--- config.mk ---
export PLATFORM = sky130hd
export DESIGN_NAME = jt51_mix_acc
export DESIGN_NICKNAME = d
export VERILOG_FILES = /design/src/rtl/jt51_mix_pkg.sv /design/src/rtl/jt51_mix_sat.sv /design/src/rtl/jt51_mix_acc.sv
export SDC_FILE = /design/constraint.sdc
export NUM_CORES = 1
export LEC_CHECK = 0
export CORE_ASPECT_RATIO = 0.9
export CORE_MARGIN = 2
export CORE_UTILIZATION = 35
export DETAILED_ROUTE_END_ITERATION = 10
export GPL_ROUTABILITY_DRIVEN = 0
export PLACE_DENSITY_LB_ADDON = 0.2
export SYNTH_ARGS = -nofsm -noshare
export SYNTH_HDL_FRONTEND = slang
export SYNTH_HIERARCHICAL = 1
export SYNTH_SLANG_ARGS = --single-unit
--- constraint.sdc ---
create_clock -name clk -period 3.6 [get_ports clk]
set_clock_uncertainty 0.05 [all_clocks]
set_input_delay 0.72 -clock clk [delete_from_list [all_inputs] [get_ports clk]]
set_output_delay 0.72 -clock clk [all_outputs]
set_load 0.005 [all_outputs]
--- src/rtl/jt51_mix_pkg.sv ---
// Shared constants and types for the jt51 output mixer.
package jt51_mix_pkg;

  localparam int WIDTH_IN_DEF  = 14;
  localparam int WIDTH_OUT_DEF = 16;
  localparam int SLOTS_DEF     = 32;

  // 32 slots x 14-bit signed operators fit exactly in 19 bits signed.
  localparam int ACC_W   = 19;
  localparam int OUT_MAX = 32'sd32767;
  localparam int OUT_MIN = -32'sd32768;
  localparam int CNT_W   = $clog2(SLOTS_DEF);

  typedef logic signed [ACC_W-1:0] acc_t;

endpackage

--- src/rtl/jt51_mix_sat.sv ---
// Combinational saturator: clamps a frame accumulator to the sample range.
// With JT51_MIX_CLIP_EN defined, ovf reports that clamping engaged;
// otherwise the detect output is held at 0.
module jt51_mix_sat
  import jt51_mix_pkg::*;
#(
  parameter int WIDTH_OUT = WIDTH_OUT_DEF
) (
  input  acc_t                 acc_in,
  output logic [WIDTH_OUT-1:0] sat_out,
  output logic                 ovf
);

  localparam acc_t                 ACC_HI = acc_t'(OUT_MAX);
  localparam acc_t                 ACC_LO = acc_t'(OUT_MIN);
  localparam logic [WIDTH_OUT-1:0] OUT_HI = WIDTH_OUT'(OUT_MAX);
  localparam logic [WIDTH_OUT-1:0] OUT_LO = WIDTH_OUT'(OUT_MIN);

  logic over_hi;
  logic over_lo;

  // Range comparison on the signed accumulator and clamp selection.
  always_comb begin
    over_hi = (acc_in > ACC_HI);
    over_lo = (acc_in < ACC_LO);
    if (over_hi) begin
      sat_out = OUT_HI;
    end else if (over_lo) begin
      sat_out = OUT_LO;
    end else begin
      sat_out = acc_in[WIDTH_OUT-1:0];
    end
  end

`ifdef JT51_MIX_CLIP_EN
  assign ovf = over_hi | over_lo;
`else
  assign ovf = 1'b0;
`endif

endmodule

--- src/rtl/jt51_mix_acc.sv ---
// jt51 output mixer: accumulates carrier operators of every slot into
// left/right sums and latches saturated samples at each frame boundary.
// Optional build macro JT51_MIX_CLIP_EN enables the clip flag; without it
// clip stays 0.
module jt51_mix_acc
  import jt51_mix_pkg::*;
#(
  parameter int WIDTH_IN  = WIDTH_IN_DEF,
  parameter int WIDTH_OUT = WIDTH_OUT_DEF,
  parameter int SLOTS     = SLOTS_DEF
) (
  input  logic                 clk,
  input  logic                 rst,
  input  logic                 cen,
  input  logic                 zero,
  input  logic [WIDTH_IN-1:0]  op_out,
  input  logic                 is_carrier,
  input  logic [1:0]           rl,
  output logic [WIDTH_OUT-1:0] left,
  output logic [WIDTH_OUT-1:0] right,
  output logic                 sample,
  output logic                 desync,
  output logic                 clip
);

  localparam int                CNT_BITS = $clog2(SLOTS);
  localparam logic [CNT_BITS-1:0] CNT_ZERO = {CNT_BITS{1'b0}};
  localparam logic [CNT_BITS-1:0] CNT_ONE  = {{(CNT_BITS-1){1'b0}}, 1'b1};

  logic [CNT_BITS-1:0]  cnt_q, cnt_d;
  logic                 locked_q, locked_d;
  acc_t                 acc_l_q, acc_l_d;
  acc_t                 acc_r_q, acc_r_d;
  logic [WIDTH_OUT-1:0] left_q, left_d;
  logic [WIDTH_OUT-1:0] right_q, right_d;
  logic                 sample_q, sample_d;
  logic                 desync_q, desync_d;
  logic                 clip_q, clip_d;

  acc_t                 op_ext;
  acc_t                 add_l;
  acc_t                 add_r;
  logic [WIDTH_OUT-1:0] sat_l;
  logic [WIDTH_OUT-1:0] sat_r;
  logic                 ovf_l;
  logic                 ovf_r;

  assign op_ext = acc_t'($signed(op_out));

  // Per-channel contribution: carrier operators routed to that channel only.
  always_comb begin
    if (is_carrier && rl[0]) begin
      add_l = op_ext;
    end else begin
      add_l = '0;
    end
    if (is_carrier && rl[1]) begin
      add_r = op_ext;
    end else begin
      add_r = '0;
    end
  end

  jt51_mix_sat #(.WIDTH_OUT(WIDTH_OUT)) u_sat_l (
    .acc_in (acc_l_q),
    .sat_out(sat_l),
    .ovf    (ovf_l)
  );

  jt51_mix_sat #(.WIDTH_OUT(WIDTH_OUT)) u_sat_r (
    .acc_in (acc_r_q),
    .sat_out(sat_r),
    .ovf    (ovf_r)
  );

  // Next-state: slot counting, frame lock/alignment check, accumulate, latch.
  always_comb begin
    cnt_d    = cnt_q;
    locked_d = locked_q;
    acc_l_d  = acc_l_q;
    acc_r_d  = acc_r_q;
    left_d   = left_q;
    right_d  = right_q;
    sample_d = 1'b0;
    desync_d = desync_q;
    clip_d   = clip_q;
    if (cen) begin
      // A zero off slot 0, or slot 0 without zero, is an alignment error.
      if (locked_q && (zero != (cnt_q == CNT_ZERO))) begin
        desync_d = 1'b1;
      end else begin
        desync_d = desync_q;
      end
      if (zero) begin
        locked_d = 1'b1;
        cnt_d    = CNT_ONE;
        acc_l_d  = add_l;
        acc_r_d  = add_r;
        // The very first zero only establishes lock; nothing to publish yet.
        if (locked_q) begin
          left_d   = sat_l;
          right_d  = sat_r;
          sample_d = 1'b1;
          clip_d   = ovf_l | ovf_r;
        end else begin
          sample_d = 1'b0;
        end
      end else begin
        cnt_d   = cnt_q + CNT_ONE;
        acc_l_d = acc_l_q + add_l;
        acc_r_d = acc_r_q + add_r;
      end
    end else begin
      sample_d = 1'b0;
    end
  end

  // State registers, asynchronously cleared so reset drops outputs at once.
  always_ff @(posedge clk or posedge rst) begin
    if (rst) begin
      cnt_q    <= CNT_ZERO;
      locked_q <= 1'b0;
      acc_l_q  <= '0;
      acc_r_q  <= '0;
      left_q   <= '0;
      right_q  <= '0;
      sample_q <= 1'b0;
      desync_q <= 1'b0;
      clip_q   <= 1'b0;
    end else begin
      cnt_q    <= cnt_d;
      locked_q <= locked_d;
      acc_l_q  <= acc_l_d;
      acc_r_q  <= acc_r_d;
      left_q   <= left_d;
      right_q  <= right_d;
      sample_q <= sample_d;
      desync_q <= desync_d;
      clip_q   <= clip_d;
    end
  end

  assign left   = left_q;
  assign right  = right_q;
  assign sample = sample_q;
  assign desync = desync_q;
  assign clip   = clip_q;

endmodule

-- Word level (Yosys, flattened, before mapping)
Index checks and enable logic that the tools add are counted.
- add/sub/neg operators: 3
- magnitude comparators: 4
- equal/unequal tests: 1
- mux-type cells: 12
- reduce and logical (&&, ||, !) cells: 7
- operators with widths (operator ; count):
    $mux 19 ; 4
    $mux 16 ; 4
    $add 19x19->19 ; 2
    $gt 19x16->1 const B ; 2
    $lt 19x16->1 const B ; 2
    $add 5x1->5 const B ; 1
    $logic_not 5->1 ; 1
    $mux 5 ; 1
    $reduce_and 2->1 ; 2
    $logic_and 1x1->1 ; 3
    $mux 1 ; 3
    $reduce_and 3->1 ; 1
    $ne 1x1->1 ; 1
- flip-flop bits (word level): 78
- bits of input ports: 21
- output and inout bits: 35
- logic and storage cells: 35

-- Longest topological paths before layout
Gate-level depths: netlist of the first run.
- word-level depth: 4
- depth in mapped cells: 12
- mapped depth without buffers: 11

-- Cells and area by module
Netlist of the first run, hierarchy kept.
- modules (own cells, without submodules) (module ; instances ; cells an instance ; area an instance (µm²) ; sequential area each (µm²)):
    jt51_mix_acc ; 1 ; 570 ; 5220.0 ; 1976.9
    jt51_mix_sat ; 2 ; 58 ; 385.4 ; 0.0

-- Least setup slack after synthesis of the first run
OpenSTA, ideal clock, no wires.
- kind: input-to-reg
- from: in rl[1]
- to: reg acc_r_q[18]
- setup time: 133 ps
- data arrival time: 3043 ps
- data required time: 3417 ps
- slack: 375 ps
- cell stages on the path: 12
- buffers on the path: 1
- cells stage by stage: clkbuf_1 > and3_1 > ha_1 > inv_1 > fa_1 > nand2b_1 > a21o_1 > a31o_1 > o311ai_4 > mux2_2 > nand2_1 > nand4_1
- longest elaborated chain between the ends: 4
- ends and longest elaborated chain (what ; line ; text):
    start, declared ; jt51_mix_acc.sv:18 ; input logic [1:0] rl,
    $logic_and 1x1->1 * ; jt51_mix_acc.sv:57 ; if (is_carrier && rl[1]) begin
    $mux 19 * ; jt51_mix_acc.sv:57 ;
    $add 19x19->19 ; jt51_mix_acc.sv:111 ; acc_r_d = acc_r_q + add_r;
    $mux 19 * ; jt51_mix_acc.sv:94 ; if (zero) begin
    end signal, assigned ; jt51_mix_acc.sv:134 ; acc_r_q <= acc_r_d;
    end, declared ; jt51_mix_acc.sv:33 ; acc_t acc_r_q, acc_r_d;
Every way passes the cells marked *; elsewhere a longest branch is shown, timed or not.
A chain may end at the register's enable or synchronous reset.

-- Worst setup path after layout of the first run
Same ends and word-level chain as after synthesis.

==> results of run 1 <==
==> synthesized netlist by cell type, types with 16 or more instances <==
cell	n	area [µm²]
a21boi_0	31	232.7
a21oi_1	57	285.3
and3_1	29	181.4
clkbuf_1	29	108.9
dfrtp_1	79	1977
ha_1	38	475.5
inv_1	19	71.32
mux2_2	33	371.6
nand2_1	50	187.7
nor2_1	46	172.7
nor3_1	32	160.2
nor4_1	30	187.7
o211ai_1	16	120.1
o21ai_0	30	150.1
xor2_1	18	157.7
==> area by class of cell <==
type | count | share of cell area (%)
timing repair buffer | 74 | 10.00
clock buffer | 12 | 3.687
multi-input combinational | 536 | 52.79
sequential | 79 | 28.42
tap | 211 | 3.795
inverter | 19 | 1.043
clock inverter | 3 | 0.2698
==> flip-flops by register name, summed over array words and instances (netlist names) <==
signal / flops
acc_l_q: 19
acc_r_q: 19
clip: 1
cnt_q: 5
desync: 1
left: 16
locked_q: 1
right: 16
sample: 1
==> path summary, 6_finish.rpt <==
| kind | startpoint | end | slack, ps | depth (start not counted) |
|---|---|---|---|---|
| max in group asynchronous | rst | acc_l_q[17]$_DFFE_PP0P_ | 2060 | 3 |
| worst max-delay path | rl[1] | acc_r_q[18]$_DFFE_PP0P_ | 280 | 12 |
| worst min-delay path | desync$_DFFE_PP0P_ | desync$_DFFE_PP0P_ | 430 | 1 |
| worst min register to register | desync$_DFFE_PP0P_ | desync$_DFFE_PP0P_ | 430 | 1 |
| worst max register to register | acc_r_q[0]$_DFFE_PP0P_ | acc_r_q[18]$_DFFE_PP0P_ | 980 | 10 |
| min in group asynchronous | rst | sample$_DFF_PP0_ | 760 | 2 |
==> per-stage QoR <==
stage	hold WS (ps)	std cells
floorplan	400.2	686
global placement	417.5	919
detailed placement	419.4	919
CTS	436.7	934
global route	445.5	934
finish	434.5	934
==> layer usage <==
layer	up-vias	GRT usage, %
met4	0	5.471
met2	86	28.41
li1	2573	-
met5	-	0
met3	16	3.175
met1	2465	22.89
==> power breakdown <==
part | switching [mW] | internal (mW)
clock | 0.376 | 0.500
combinational | 0.602 | 0.834
sequential | 0.270 | 1.14
==> kinds of logic after synthesis <==
| family | Yosys count |
|---|---|
| other cells | 2 |
| simple gates | 230 |
| compound gates | 197 |
| xor+xnor | 30 |
| fa+ha+maj | 40 |
| flops | 79 |
| buf+inv | 71 |
| mux | 37 |
==> run_results.csv, run 1 <==
group,metric,value,unit
run_status,outcome,"finished, final reports clean",
drt,wl,14690,µm
drt,m1WireLength,7127,µm
drt,num_vias,5140,
die,core,16830,µm²
clock_network,hold_buffers,0,
die,die_area,18180,µm²
yosys,synth_compound_area_share,21.95,%
clock_network,clock-root-buffer,"clkbuf_16",
yosys,synthesis.nets,747,
worst_setup_path,worst-path-buf-inv,2,
worst_setup_path,start_kind,"input pin",
drt,drtIter0Drc,247,
placed_design,preCtsSetupSlack,-81.54,ps
yosys,synth_mux_area_share,6.871,%
grt,grt-ovfl-total,0,
die,die_w,141.9,µm
worst_setup_path,slowest_delay,540,ps
final_layout,fin_area,6957,µm²
timing,drv_slew,0,
final_layout,final_util,41.32,%
yosys,synthArstFlopShare,100.0,%
final_layout,nFillCells,1678,
power_and_ir_drop,irDropWorstVdd,0.2486,mV
placed_design,post_dp_cell_area,6681,µm²
drt,dr.max_layer_used,"met4",
timing,rsz0062_at_grt,"no",
worst_setup_path,cp.required,3770,ps
yosys,synth-simple-area-share,19.28,%
yosys,synthesis.area,5991,µm²
die,io_pins,56,
final_layout,drive_above_1_share,10.65,%
worst_setup_path,worstSetupPathType,"input pin to flip-flop",
grt,antenna_found_initial,0,
yosys,synthFlopType,"dfrtp_1",
final_layout,regArea,1977,µm²
power_and_ir_drop,power,3.720,mW
timing,setup-tns-final,0,ps
timing,setup_viol,0,
clock_network,post-cts-setup-buffers,0,
die,initial_core_util,35.59,%
yosys,synth_adder_area_share,8.605,%
drt,avgRoutedWirePerCell,15.73,µm
timing,fin_crit_sh,92.26,%
yosys,synthCells,686,
yosys,ys_warn_count,6,
worst_setup_path,crit_chain,"clkdlybuf4s50_1 -> and3_1 -> ha_1 -> inv_1 -> fa_1 -> nand2b_1 -> a21o_1 -> a31o_1 -> o311ai_4 -> mux2_2 -> nand2_1 -> nand4_1",
timing,tightestPinTransition,886.0,ps
worst_setup_path,crit_family,"compound AO/OA/AOI/OAI gates",
yosys,synth_xor_area_share,4.386,%
die,rows,45,
drt,ant_nets,0,
grt,grt_pass1_vias,4975,
power_and_ir_drop,leakage,3.045,nW
timing,slew_headroom,40.93,%
worst_setup_path,cp.arrival,3490,ps
clock_network,cts_resized,0,
final_layout,layout_common_cells,"dfrtp_1, a21oi_1, clkdlybuf4s50_1",
grt,grt_usage,17.19,%
drt,wl_met3,545,µm
placed_design,dpl.hpwl,10730,µm
clock_network,cts-buffers-inserted,9,
yosys,synth_area_per_cell,8.733,µm²
clock_network,numClockSinks,79,
yosys,ys_seq_area_share,33.00,%
final_layout,antennaDiodeCount,0,
clock_network,cts_max_level,3,
worst_setup_path,worstPathMaxFanout,4,
yosys,synth-edff-count,0,
final_layout,syn2layout_area_growth,16.12,%
worst_hold_path,worstHoldPathType,"flip-flop to flip-flop",
job,drv_cap,0,
clock_network,clock_latency,350,ps
power_and_ir_drop,powerDensity,534.8,nW/µm²
grt,grt_max_degree,75,
yosys,synth_seq_cells,79,
yosys,synth_cell_types,58,
yosys,synth_top_family_by_area,"compound AO/OA/AOI/OAI gates",
worst_setup_path,worstSetupEndpointType,"flip-flop",
final_layout,final_common_cell,"dfrtp_1",
final_layout,final_nets,780,
grt,grt_pass1_wl,24960,µm
clock_network,cts_tree,"done",
clock_network,clk_pin_slew,60,ps
drt,vias_per_cell,5.503,
timing,fmax,0.3011,GHz
drt,drc,0,
drt,met2_length,6771,µm
clock_network,ctsLongestPathBuffers,2,
worst_setup_path,slowest_stage,"clkdlybuf4s50_1",
placed_design,io_buffers,55,
die,fp.dieH,128.1,µm
final_layout,multi_input_area,3672,µm²
timing,post-route-min-period,3322,ps
drt,drt_pass1_iterations,5,
timing,timing.final.ws_setup,278.5,ps
timing,hold_viol,0,
Power figures use the tool's default switching activity.
==> run 2, diff against run 1 <==
==> constraint.sdc (replaced) <==
create_clock -name clk -period 4.3 [get_ports clk]
set_clock_uncertainty 0.05 [all_clocks]
set_input_delay 0.86 -clock clk [delete_from_list [all_inputs] [get_ports clk]]
set_output_delay 0.86 -clock clk [all_outputs]
set_load 0.005 [all_outputs]
==> run 2 against run 1 <==
Core utilization down 0.33 points. Register-to-register slack better by 500 ps. Sequential cell count unchanged. Sequential share of layout area up 0.23 points. Die area unchanged. Clock-buffer cell count down 2. Wire length about the same. Largest power group unchanged. Global-route usage about the same. Highest routed layer unchanged. Clock power down 8.2%. Hold slack better by 8.9 ps.
==> run_results.csv, run 2 (synthesis gave the netlist of run 1 again) <==
group,metric,value,unit
clock_network,hold_buffers,0,
drt,num_vias,5127,
drt,wl,14690,µm
placed_design,dp.cells,909,
grt,grt_pass1_vias,4943,
worst_setup_path,startpoint,"rl[1]",
die,die_area,18180,µm²
timing,setup-tns-final,0,ps
worst_setup_path,worstSetupPathType,"input pin to flip-flop",
die,core,16830,µm²
power_and_ir_drop,powerDensity,459.4,nW/µm²
clock_network,cts_resized,0,
final_layout,largest_registers,"acc_l_q x19, acc_r_q x19",
power_and_ir_drop,irDropWorstVdd,0.2008,mV
drt,avgRoutedWirePerCell,15.89,µm
job,drv_cap,0,
clock_network,cts-buffers-inserted,9,
run_status,outcome,"finished, final reports clean",
timing,tightestPinTransition,912.8,ps
worst_hold_path,min-delay-start,"clip$_DFFE_PP0P_",
power_and_ir_drop,leakage,2.991,nW
final_layout,final_common_cell,"dfrtp_1",
drt,ant_nets,0,
worst_setup_path,cp.required,4470,ps
grt,grt_pass1_wl,25110,µm
worst_setup_path,worstPathMaxFanout,9,
clock_network,cts_max_level,3,
timing,slew_headroom,39.15,%
clock_network,post-cts-setup-buffers,0,
timing,setup_viol,0,
timing,rsz0062_at_grt,"no",
timing,fmax,0.2692,GHz
die,die_w,141.9,µm
timing,post-route-min-period,3715,ps
die,rows,45,
final_layout,final_util,41.00,%
clock_network,clk_pin_slew,60,ps
clock_network,numClockSinks,79,
worst_setup_path,start_kind,"input pin",
placed_design,dpl.hpwl,10590,µm
die,initial_core_util,35.59,%
timing,fin_crit_sh,86.38,%
worst_setup_path,crit_chain,"clkdlybuf4s50_1 -> and3_1 -> ha_1 -> inv_1 -> fa_1 -> nand2b_1 -> a21o_1 -> a31o_1 -> o311ai_4 -> mux2_2 -> nand2_1 -> nand4_1",
grt,grt_usage,17.19,%
placed_design,io_buffers,55,
final_layout,antennaDiodeCount,0,
clock_network,ctsLongestPathBuffers,2,
worst_setup_path,cp.arrival,3890,ps
final_layout,layout_common_cells,"dfrtp_1, a21oi_1, clkdlybuf4s50_1",
grt,antenna_found_initial,0,
worst_setup_path,slowest_delay,620,ps
worst_setup_path,reg2reg_from,"acc_r_q[0]$_DFFE_PP0P_",
worst_hold_path,worstHoldPathType,"flip-flop to flip-flop",
drt,drtIter0Drc,351,
power_and_ir_drop,power,3.171,mW
drt,drc,0,
final_layout,layout.cells.non_filler,925,
timing,hold_viol,0,
timing,drv_slew,0,
clock_network,clock-root-buffer,"clkbuf_16",
die,io_pins,56,
final_layout,nFillCells,1606,
final_layout,drive_above_1_share,9.664,%
worst_setup_path,slowest_stage,"clkdlybuf4s50_1",
grt,grt_max_degree,86,
grt,grt-ovfl-total,0,
final_layout,syn2layout_area_growth,15.20,%
drt,drt_pass1_iterations,5,
final_layout,final_nets,770,
die,fp.dieH,128.1,µm
clock_network,clock_latency,350,ps
worst_setup_path,worstSetupEndpointType,"flip-flop",
drt,vias_per_cell,5.543,
clock_network,cts_tree,"done",
-- run 2: metal layers --
| metal | share of wire [%] | GRT usage, % | wire length [µm] |
|---|---|---|---|
| met1 | 49 | 23.97 | 7212 |
| met4 | 1.4 | 6.000 | 213 |
| met3 | 3.9 | 2.764 | 566 |
| met2 | 46 | 27.13 | 6702 |
| met5 | 0 | 0 | 0 |
-- run 2: through the flow --
step	worst slack, ps	hold WS (ps)	instance area [µm²]
after floorplan	934.8	400.2	5991
after global placement	357.2	418.0	6594
after detailed placement	272.5	426.9	6594
after CTS	628.8	448.3	6902
after global routing	404.5	465.4	6902
final	585.5	443.4	6902
-- run 2: area by class of cell --
cell class | instances | area (µm²) | share of cell area (%)
clock buffer | 10 | 239.0 | 3.463
clock inverter | 6 | 68.82 | 0.9971
inverter | 19 | 72.57 | 1.051
multi-input combinational | 536 | 3672 | 53.21
sequential | 79 | 1977 | 28.64
tap | 211 | 264.0 | 3.825
timing repair buffer | 64 | 608.1 | 8.811
-- run 2: path summary, 6_finish.rpt --
check | end | slack, ps | cells past startpoint
setup reg to reg | acc_r_q[18]$_DFFE_PP0P_ | 1480 | 10
setup / recovery | acc_r_q[18]$_DFFE_PP0P_ | 590 | 12
hold / removal | clip$_DFFE_PP0P_ | 440 | 2
hold reg to reg | clip$_DFFE_PP0P_ | 440 | 2
max in group asynchronous | left[10]$_DFFE_PP0P_ | 2530 | 3
min in group asynchronous | acc_r_q[5]$_DFFE_PP0P_ | 890 | 2
-- run 2: power by group --
group,total (mW),switching (mW),leakage [nW],internal (mW)
Clock,0.804,0.336,0.137,0.468
Sequential,1.18,0.226,0.956,0.954
Combinational,1.19,0.500,1.90,0.687
-- run 2: critical path, delay by kind of cell --
family,cells,cell delay [ps]
AO/OA/AOI/OAI,3,850
buffers and inverters,2,680
AND/OR/NAND/NOR,4,560
adder cells (fa/ha/maj),2,550
multiplexers,1,380
